<file path="src/rtl/fd_instr_queue_pkg.sv">
// -----------------------------------------------------------------------------
// fd_instr_queue_pkg
// Shared constants for the Fetch/Decode decoupling queue and its neighbours.
//   NOP       : all-zero instruction word, presented to Decode as a bubble.
//   PC_RESET  : PC value Fetch loads on reset.
//   FDQ_DEPTH : default number of queue entries.
// -----------------------------------------------------------------------------
package fd_instr_queue_pkg;

  localparam logic [31:0] NOP       = 32'h0000_0000;
  localparam logic [31:0] PC_RESET  = 32'h0000_3000;
  localparam int          FDQ_DEPTH = 2;

endpackage : fd_instr_queue_pkg

</file>
<file path="src/rtl/fd_instr_queue_fdq_ram.sv">
// -----------------------------------------------------------------------------
// fdq_ram
// DEPTH x W storage for the Fetch/Decode queue entries.
// Ports:
//   clk      in  1   rising-edge clock for the write port
//   we_i     in  1   write enable
//   waddr_i  in  AW  write address
//   wdata_i  in  W   write data
//   raddr_i  in  AW  read address (combinational read)
//   rdata_o  out W   read data
// The array has no reset: the queue masks its output while empty, so stale
// contents are never observed.
// -----------------------------------------------------------------------------
module fdq_ram #(
  parameter int DEPTH = 2,
  parameter int AW    = 1,
  parameter int W     = 64
) (
  input  logic          clk,
  input  logic          we_i,
  input  logic [AW-1:0] waddr_i,
  input  logic [W-1:0]  wdata_i,
  input  logic [AW-1:0] raddr_i,
  output logic [W-1:0]  rdata_o
);

  logic [W-1:0] mem_q [DEPTH];

  // Synchronous write port.
  always_ff @(posedge clk) begin
    if (we_i) begin
      mem_q[waddr_i] <= wdata_i;
    end
  end

  // Asynchronous read port.
  assign rdata_o = mem_q[raddr_i];

endmodule : fdq_ram

</file>
<file path="src/rtl/fd_instr_queue.sv">
// -----------------------------------------------------------------------------
// fd_instr_queue
// Decoupling queue between the Fetch and Decode stages. Fetch pushes
// {PC, Instr} pairs, Decode pops from the head. Ready_F stalls the Fetch PC.
// Flush empties the queue on redirect/exception.
// Ports:
//   clk      in  1     clock, rising edge
//   reset    in  1     asynchronous, active-low reset
//   Push_F   in  1     Fetch presents {PC_F, Instr_F}
//   PC_F     in  DW    PC of fetched instruction
//   Instr_F  in  DW    fetched instruction word
//   Ready_F  out 1     push can be accepted this cycle
//   Pop_D    in  1     Decode consumes the head entry
//   Flush    in  1     discard all entries and any same-cycle push/pop
//   Valid_D  out 1     head entry valid
//   PC_D     out DW    head PC (0 when empty)
//   Instr_D  out DW    head instruction (NOP when empty)
//   Count    out AW+1  occupancy 0..DEPTH
// -----------------------------------------------------------------------------
module fd_instr_queue
  import fd_instr_queue_pkg::*;
#(
  parameter int DEPTH = FDQ_DEPTH,
  parameter int AW    = $clog2(DEPTH),
  parameter int DW    = 32
) (
  input  logic          clk,
  input  logic          reset,
  input  logic          Push_F,
  input  logic [DW-1:0] PC_F,
  input  logic [DW-1:0] Instr_F,
  output logic          Ready_F,
  input  logic          Pop_D,
  input  logic          Flush,
  output logic          Valid_D,
  output logic [DW-1:0] PC_D,
  output logic [DW-1:0] Instr_D,
  output logic [AW:0]   Count
);

  localparam logic [AW:0] DEPTH_C = (AW+1)'(DEPTH);

  logic [AW-1:0]   wr_ptr_q, wr_ptr_d;
  logic [AW-1:0]   rd_ptr_q, rd_ptr_d;
  logic [AW:0]     count_q,  count_d;
  logic            empty_s, full_s;
  logic            do_push_s, do_pop_s;
  logic [2*DW-1:0] rdata_s;

  assign empty_s = (count_q == {(AW+1){1'b0}});
  assign full_s  = (count_q == DEPTH_C);

  // Ready_F depends only on registered state and Pop_D, never on Push_F/Flush.
  assign Ready_F   = ~full_s | Pop_D;
  assign do_pop_s  = Pop_D  & ~empty_s & ~Flush;
  assign do_push_s = Push_F & Ready_F  & ~Flush;

  // Next-state for pointers and occupancy; Flush overrides push and pop.
  always_comb begin
    wr_ptr_d = wr_ptr_q;
    rd_ptr_d = rd_ptr_q;
    count_d  = count_q;
    if (Flush) begin
      wr_ptr_d = {AW{1'b0}};
      rd_ptr_d = {AW{1'b0}};
      count_d  = {(AW+1){1'b0}};
    end else begin
      // Pointers wrap by natural AW-bit overflow (DEPTH is a power of two).
      if (do_push_s) begin
        wr_ptr_d = wr_ptr_q + {{(AW-1){1'b0}}, 1'b1};
      end else begin
        wr_ptr_d = wr_ptr_q;
      end
      if (do_pop_s) begin
        rd_ptr_d = rd_ptr_q + {{(AW-1){1'b0}}, 1'b1};
      end else begin
        rd_ptr_d = rd_ptr_q;
      end
      count_d = count_q + {{AW{1'b0}}, do_push_s} - {{AW{1'b0}}, do_pop_s};
    end
  end

  // Pointer and occupancy registers with asynchronous clear.
  always_ff @(posedge clk or negedge reset) begin
    if (!reset) begin
      wr_ptr_q <= {AW{1'b0}};
      rd_ptr_q <= {AW{1'b0}};
      count_q  <= {(AW+1){1'b0}};
    end else begin
      wr_ptr_q <= wr_ptr_d;
      rd_ptr_q <= rd_ptr_d;
      count_q  <= count_d;
    end
  end

  fdq_ram #(
    .DEPTH (DEPTH),
    .AW    (AW),
    .W     (2*DW)
  ) u_ram (
    .clk     (clk),
    .we_i    (do_push_s),
    .waddr_i (wr_ptr_q),
    .wdata_i ({PC_F, Instr_F}),
    .raddr_i (rd_ptr_q),
    .rdata_o (rdata_s)
  );

  // Head is masked while empty so Decode sees a bubble (PC 0, NOP).
  assign Valid_D = ~empty_s;
  assign PC_D    = empty_s ? {DW{1'b0}} : rdata_s[2*DW-1:DW];
  assign Instr_D = empty_s ? DW'(NOP)   : rdata_s[DW-1:0];
  assign Count   = count_q;

endmodule : fd_instr_queue

</file>
<file path="config.mk">
export PLATFORM = sky130hd
export DESIGN_NAME = fd_instr_queue
export DESIGN_NICKNAME = d
export VERILOG_FILES = /design/src/rtl/fd_instr_queue_pkg.sv /design/src/rtl/fd_instr_queue_fdq_ram.sv /design/src/rtl/fd_instr_queue.sv
export SDC_FILE = /design/constraint.sdc
export NUM_CORES = 1
export LEC_CHECK = 0
export BUFFER_PORTS_ARGS = -buffer_cell sky130_fd_sc_hd__buf_2
export CORE_MARGIN = 5
export CORE_UTILIZATION = 53
export DETAILED_ROUTE_END_ITERATION = 6
export GPL_TIMING_DRIVEN = 0
export PLACE_DENSITY = 0.81
export SYNTH_ARGS = -nofsm -noshare
export SYNTH_HDL_FRONTEND = slang
export SYNTH_HIERARCHICAL = 1
export SYNTH_SLANG_ARGS = --single-unit
</file>
<file path="constraint.sdc">
create_clock -name clk -period 5.7 [get_ports clk]
set_input_delay 0.57 -clock clk [delete_from_list [all_inputs] [get_ports clk]]
set_output_delay 0.57 -clock clk [all_outputs]
set_load 0.02 [all_outputs]
</file>
==> reports/qor.csv, run 1 <==
stage,metric,value,unit
hold_path,WHS Path Cells,1,
synth,synthesized flop and latch total,132,
final_layout,fillers,752,
timing,RSZ-0062 raised after global routing,no,
hold_path,Min-Delay Path Class,in -> reg,
grt,initial antenna violation count,0,
place,Placed Area,6560,sq um
grt,first-pass GRT wire length,15.3,mm
grt,vias in the first global route,3131,
final_layout,Finished Layout Cells,601,
critical_path,CP Cell Sequence,or2_1 -> buf_2 -> buf_6 -> and2_1 -> buf_2,
clock_tree,CTS tree,done,
synth,synth unique cells,21,
synth,"Seq/Total Area, Yosys",69.9,%
timing,Final Max Slew Viols,0,
grt,Global Route met3 Usage,7.01,%
routing,DRC Markers,0,
final_layout,"most common cell after layout, fill and taps aside",buf_2,
synth,share of the synthesized area in the top cell type,68.1,%
floorplanning,total die area,12800,sq um
routing,Routed Antenna Nets,0,
routing,Vias,2937,
critical_path,"critical path fanouts, max",10,
final_layout,"commonest cells after routing, fill and taps aside","buf_2 (137), edfxtp_1 (128), and2_1 (64), mux2_4 (61), clkbuf_16 (16)",
clock_tree,clock slew at reported path FFs,0.05,ns
routing,DR vias/cell,4.89,
grt,GR Layer Usage met1,18.1,%
clock_tree,clock root buffer,clkbuf_8,
synth,Netlist Area Pre-Place,5640,sq um
clock_tree,Num CTS Buffers,17,
timing,f_max,401,MHz
synth,post-synthesis net count,367,
routing,wire per inst,16.3,um
floorplanning,# rows,37,
timing,final setup vio count,0,
critical_path,r2r endpoint,Count[1]$_DFF_PN0_,
grt,grt ovf,0,
grt,total global-route track usage,15.9,%
critical_path,slowest CP cell,dfrtp_1,
final_layout,fraction of layout cells with a size suffix above 1,52.5,%
floorplanning,die width,113,um
place,PortBufs,136,
synth,post-synth top area cell,edfxtp_1,
final_layout,ant diodes,0,
timing,skew final,0.00769,ns
critical_path,Worst setup EP type,primary output,
final_layout,Layout Area Growth over Synthesis,24.8,%
timing,Fin. Hold Viols,0,
critical_path,"setup slack, reg-to-reg",3.62,ns
clock_tree,Sink Count,132,
floorplanning,IO Count,137,
timing,Worst Tran Pin Value,0.898,ns
clock_tree,postcts setup bufs,0,
floorplanning,initial core utilization,54.4,%
grt,busiest grt layer,met2,
place,dpl cells,570,
critical_path,Crit path buffers/inverters,3,
routing,initial DRC count,119,
critical_path,Crit path arrival time,1.92,ns
place,GPL Wtd Cong,0.736,
critical_path,Reg2Reg Depth,9,
timing,Rel. slew slack,40.1,%
place,hpwl dp,6.71,mm
power,maximum VDD drop,218,uV
synth,Yosys warning total,6,
clock_tree,worst skew pair latency,0.51,ns
critical_path,Crit path top cell by count,buf_2,
final_layout,design area,7040,sq um
critical_path,"CP delay by family, top",buffers and inverters,
outcome,status,"finished, final reports clean",
synth,Mapped Cells,296,
hold_path,Worst Hold Launch,Instr_F[14],
synth,Mean Syn Cell Area,19.1,sq um
timing,Tcrit/Tclk final,43.8,%
critical_path,critical path data required time,5.13,ns
grt,pin count of the biggest net entering global routing,65,
final_layout,Final nets,525,
grt,met2 usage,26.6,%
critical_path,RR Startpoint,Count[1]$_DFF_PN0_,
flow_run,Max Cap Violations,0,
routing,overall routed net length,9.77,mm
floorplanning,Chip Height,113,um
floorplanning,core area,10400,sq um
power,P_leak,2.91,nW
power,PD cells,363,nW/um^2
hold_path,worst hold endpoint,u_ram/mem_q[0][14]$_DFFE_PP_,
clock_tree,H-Tree Depth,4,
critical_path,max incr delay on CP,0.42,ns
synth,ranking of synthesized cells by area,"edfxtp_1 (68%), mux2_4 (16%), and2_1 (7.2%)",
clock_tree,CTS max path bufs,2,
routing,Pre-antenna DRT Iters,5,
critical_path,crit start category,flip-flop,
timing,Tmin final,2.49,ns
critical_path,crit path from,Count[1]$_DFF_PN0_,
critical_path,Worst Setup Path Type,reg -> out,
layout make-up:
class | count | area [sq um] | area share [%]
Inverter | 1 | 3.75 | 0.0533
Clock inverter | 8 | 38.8 | 0.551
Tap cell | 136 | 170 | 2.42
Timing Repair Buffer | 139 | 746 | 10.6
Buffer | 14 | 196 | 2.79
Clock buffer | 22 | 433 | 6.15
Multi-Input combinational cell | 149 | 1510 | 21.4
Sequential cell | 132 | 3940 | 56.0
routing by layer:
layer / share of wire [%] / wire length [um]
met4: 0.99 / 97
met3: 8.7 / 852
met2: 51 / 5000
met1: 39 / 3820
met5: 0 / 0
what timing repair did:
item                                   in CTS  in global routing
setup endpoints to repair                   0                  0
endpoints found under the hold margin       4                  0
hold buffers                                1                  0
resized for setup                           0                  0
sequential cells by signal, indices dropped and copies added (netlist names):
register     count
rd_ptr_q         1
wr_ptr_q         1
u_ram/mem_q    128
Count            2
synth_stat cells, drive strengths merged:
| master | instances |
|---|---|
| ha | 2 |
| or2 | 2 |
| o21ai | 1 |
| buf | 13 |
| nand2 | 1 |
| or3b | 1 |
| clkbuf | 1 |
| mux2 | 65 |
| xor2 | 2 |
| nor2 | 5 |
| nor3 | 1 |
| edfxtp | 128 |
| nor2b | 3 |
| and2 | 66 |
| dfrtp | 4 |
| inv | 1 |
logic make-up after synthesis:
family / Yosys count / share of synthesized area, %
buffers and inverters: 15 / 3.55
adder cells (fa/ha/maj): 2 / 0.443
AO/OA/AOI/OAI: 1 / 0.0886
AND/OR/NAND/NOR: 79 / 8.71
XOR/XNOR: 2 / 0.310
multiplexers: 65 / 17.0
flip-flops: 132 / 69.9
through the flow:
step                TNS (ns)  hold WS, ns  utilization, %  power (W)  setup slack, ns
global route               0        0.217            67.9    0.00268             3.11
finish                     0        0.248            67.9    0.00255             3.21
detailed placement         0        0.383            63.3    0.00172             3.49
floorplan                  0        0.274               -    0.00155             1.40
global placement       -8.84        0.378            62.6    0.00170           -0.142
CTS                        0        0.225            67.9    0.00258             3.17
report_power, final:
part           internal [W]  switching [W]  leakage [nW]
clock network      0.000519       0.000346         0.231
logic              0.000268       0.000291          1.45
registers           0.00112      0.0000143          1.23
total               0.00190       0.000651          2.91
how the worst max path moves through the flow:
stage	endpoint	slack [ns]	cells after the start
CTS	Instr_D[30]	3.17	5
floorplan	u_ram/mem_q[0][0]$_DFFE_PP_	1.40	4
global placement	u_ram/mem_q[0][43]$_DFFE_PP_	-0.14	5
finish	Instr_D[26]	3.21	5
global route	Instr_D[30]	3.11	5
detailed placement	Count[1]$_DFF_PN0_	3.49	10
(Power assumes the default switching activity.)
==> run 2, diff against run 1 <==
- clock period: 5.7 -> 2.35 ns (I/O delays scaled with it)
==> run 2 against run 1 <==
Compared with the run above: flip-flop and latch count stayed put; cell count is 11% higher; global-route usage is 3.1 points higher; first-iteration DRC count is 26% higher; largest power group unchanged; final area is 11% higher; die area stayed put; critical path depth stayed put; register-to-register slack worse by 3.4 ns; via count is 12% higher; clock skew is 0.0028 ns higher; non-clock buffer count is 65 higher; power grew to 2.7 times the previous value; highest routed layer unchanged.
==> reports/qor.csv, run 2 (synthesized netlist as in run 1, its figures left out) <==
stage,metric,value,unit,change
outcome,status,"finished, final reports clean",,unchanged
flow_run,Max Cap Violations,0,,unchanged
grt,vias in the first global route,3682,,was 3131
timing,Tmin final,2.16,ns,
final_layout,fraction of layout cells with a size suffix above 1,47.9,%,was 52.5%
clock_tree,cts repair resizes,0,,unchanged
critical_path,critical path data required time,2.12,ns,was 5.13 ns
final_layout,"most common cell after layout, fill and taps aside",buf_2,,unchanged
final_layout,register with the most flip-flops,u_ram/mem_q,,unchanged
routing,initial DRC count,150,,was 119
clock_tree,clock slew at reported path FFs,0.06,ns,was 0.05 ns
timing,Fin. Hold Viols,0,,unchanged
timing,Worst Tran Pin Value,0.878,ns,was 0.898 ns
floorplanning,initial core utilization,54.4,%,unchanged
hold_path,Min-Delay Path Class,in -> async,,was in -> reg
floorplanning,total die area,12800,sq um,unchanged
floorplanning,# rows,37,,unchanged
timing,final setup vio count,0,,unchanged
final_layout,fillers,628,,was 752
place,dpl ws,0.249,ns,was 3.49 ns
grt,first-pass GRT wire length,18.5,mm,was 15.3 mm
routing,overall routed net length,11.4,mm,was 9.77 mm
final_layout,Reg area,3950,sq um,was 3940 sq um
timing,f_max,463,MHz,
floorplanning,Chip Height,113,um,unchanged
critical_path,RR Startpoint,Count[1]$_DFF_PN0_,,unchanged
final_layout,max reg flops,128,,unchanged
power,P_leak,3.22,nW,was 2.91 nW
clock_tree,Num CTS Buffers,17,,unchanged
critical_path,Crit path arrival time,1.92,ns,about the same
timing,skew final,0.0105,ns,was 0.00769 ns
critical_path,crit start category,flip-flop,,unchanged
routing,Pre-antenna DRT Iters,4,,was 5
place,PortBufs,136,,unchanged
grt,initial antenna violation count,0,,unchanged
clock_tree,CTS tree,done,,unchanged
final_layout,design area,7810,sq um,was 7040 sq um
final_layout,Final nets,590,,was 525
routing,Routed Antenna Nets,0,,unchanged
routing,Vias,3296,,was 2937
grt,grt ovf,0,,unchanged
clock_tree,postcts setup bufs,0,,unchanged
clock_tree,H-Tree Depth,4,,unchanged
routing,DR vias/cell,4.93,,was 4.89
timing,Tcrit/Tclk final,91.8,%,
critical_path,Worst Setup Path Type,reg -> out,,unchanged
final_layout,"commonest cells after routing, fill and taps aside","buf_2 (137), edfxtp_1 (128), dlygate4sd3_1 (66), and2_1 (64), mux2_4 (61)",,"was buf_2 (137), edfxtp_1 (128), and2_1 (64), mux2_4 (61), clkbuf_16 (16)"
clock_tree,worst skew pair latency,0.52,ns,was 0.51 ns
timing,Final Max Slew Viols,0,,unchanged
timing,final worst slack,0.192,ns,was 3.21 ns
place,GPL Wtd Cong,0.739,,was 0.736
critical_path,Reg2Reg Depth,5,,was 9
final_layout,area occupied by multi-input gates,1510,sq um,unchanged
critical_path,"setup slack, reg-to-reg",0.24,ns,was 3.62 ns
timing,RSZ-0062 raised after global routing,no,,unchanged
final_layout,Layout Area Growth over Synthesis,38.4,%,was 24.8%
clock_tree,Sink Count,132,,unchanged
routing,DRC Markers,0,,unchanged
place,hpwl dp,6.76,mm,was 6.71 mm
floorplanning,die width,113,um,unchanged
clock_tree,hold_buf cts,66,,was 1
critical_path,Worst Setup EP,PC_D[2],,was Instr_D[26]
critical_path,Worst setup EP type,primary output,,unchanged
floorplanning,IO Count,137,,unchanged
critical_path,r2r endpoint,u_ram/mem_q[0][63]$_DFFE_PP_,,was Count[1]$_DFF_PN0_
final_layout,ant diodes,0,,unchanged
routing,wire per inst,17.1,um,was 16.3 um
place,Placed Area,6550,sq um,was 6560 sq um
power,maximum VDD drop,596,uV,was 218 uV
power,PD cells,872,nW/um^2,was 363 nW/um^2
timing,Rel. slew slack,41.4,%,was 40.1%
clock_tree,clock root buffer,clkbuf_8,,unchanged
critical_path,crit path from,rd_ptr_q$_DFFE_PN0P_,,was Count[1]$_DFF_PN0_
grt,total global-route track usage,19.0,%,was 15.9%
floorplanning,core area,10400,sq um,unchanged
grt,pin count of the biggest net entering global routing,65,,unchanged
clock_tree,CTS max path bufs,2,,unchanged
critical_path,"critical path fanouts, max",10,,unchanged
run 2: per-stage QoR:
step,power [W],hold WS [ns],cells,utilization [%],TNS [ns]
floorplan,0.00374,-0.0606,296,-,0
global placement,0.00412,0.0418,568,62.7,-35.25
detailed placement,0.00416,0.0472,570,63.2,0
CTS,0.00686,0.0455,668,75.3,0
global route,0.00711,0.0442,668,75.3,0
finish,0.00681,0.0652,668,75.3,0
run 2: where the power goes:
part / switching, W / internal (W)
Clock: 0.000993 / 0.00162
Sequential: 0.0000365 / 0.00271
Combinational: 0.000735 / 0.000718
run 2: worst min path at each step:
stage	slack [ns]	endpoint	cells past startpoint	from
after detailed placement	0.05	rd_ptr_q$_DFFE_PN0P_	1	reset
after floorplan	-0.06	Count[0]$_DFF_PN0_	0	reset
final	0.07	rd_ptr_q$_DFFE_PN0P_	2	reset
after CTS	0.05	wr_ptr_q$_DFFE_PN0P_	3	Push_F
after global placement	0.04	Count[0]$_DFF_PN0_	1	reset
after global routing	0.04	wr_ptr_q$_DFFE_PN0P_	3	Push_F
run 2: cell type report:
| cell class | instances | area share [%] |
|---|---|---|
| tap | 136 | 2.18 |
| clock buffer | 17 | 5.30 |
| sequential | 132 | 50.5 |
| multi-input combinational | 149 | 19.3 |
| inverter | 1 | 0.0481 |
| timing repair buffer | 204 | 17.8 |
| buffer | 14 | 2.52 |
| clock inverter | 15 | 2.32 |
run 2: critical path, stage by stage (launching register included):
cell     delay (ns)
dfrtp_1        0.37
buf_6          0.23
buf_12         0.18
mux2_4         0.31
and2_1         0.15
buf_2          0.16
run 2: layer usage:
metal | track usage (%) | up-vias | wire [um] | part of all wire [%]
li1 | - | 1541 | - | -
met1 | 20.7 | 1603 | 4290 | 38
met2 | 33.8 | 126 | 6090 | 53
met3 | 5.94 | 26 | 792 | 6.9
met4 | 8.33 | 0 | 251 | 2.2
met5 | 0 | - | 0 | 0
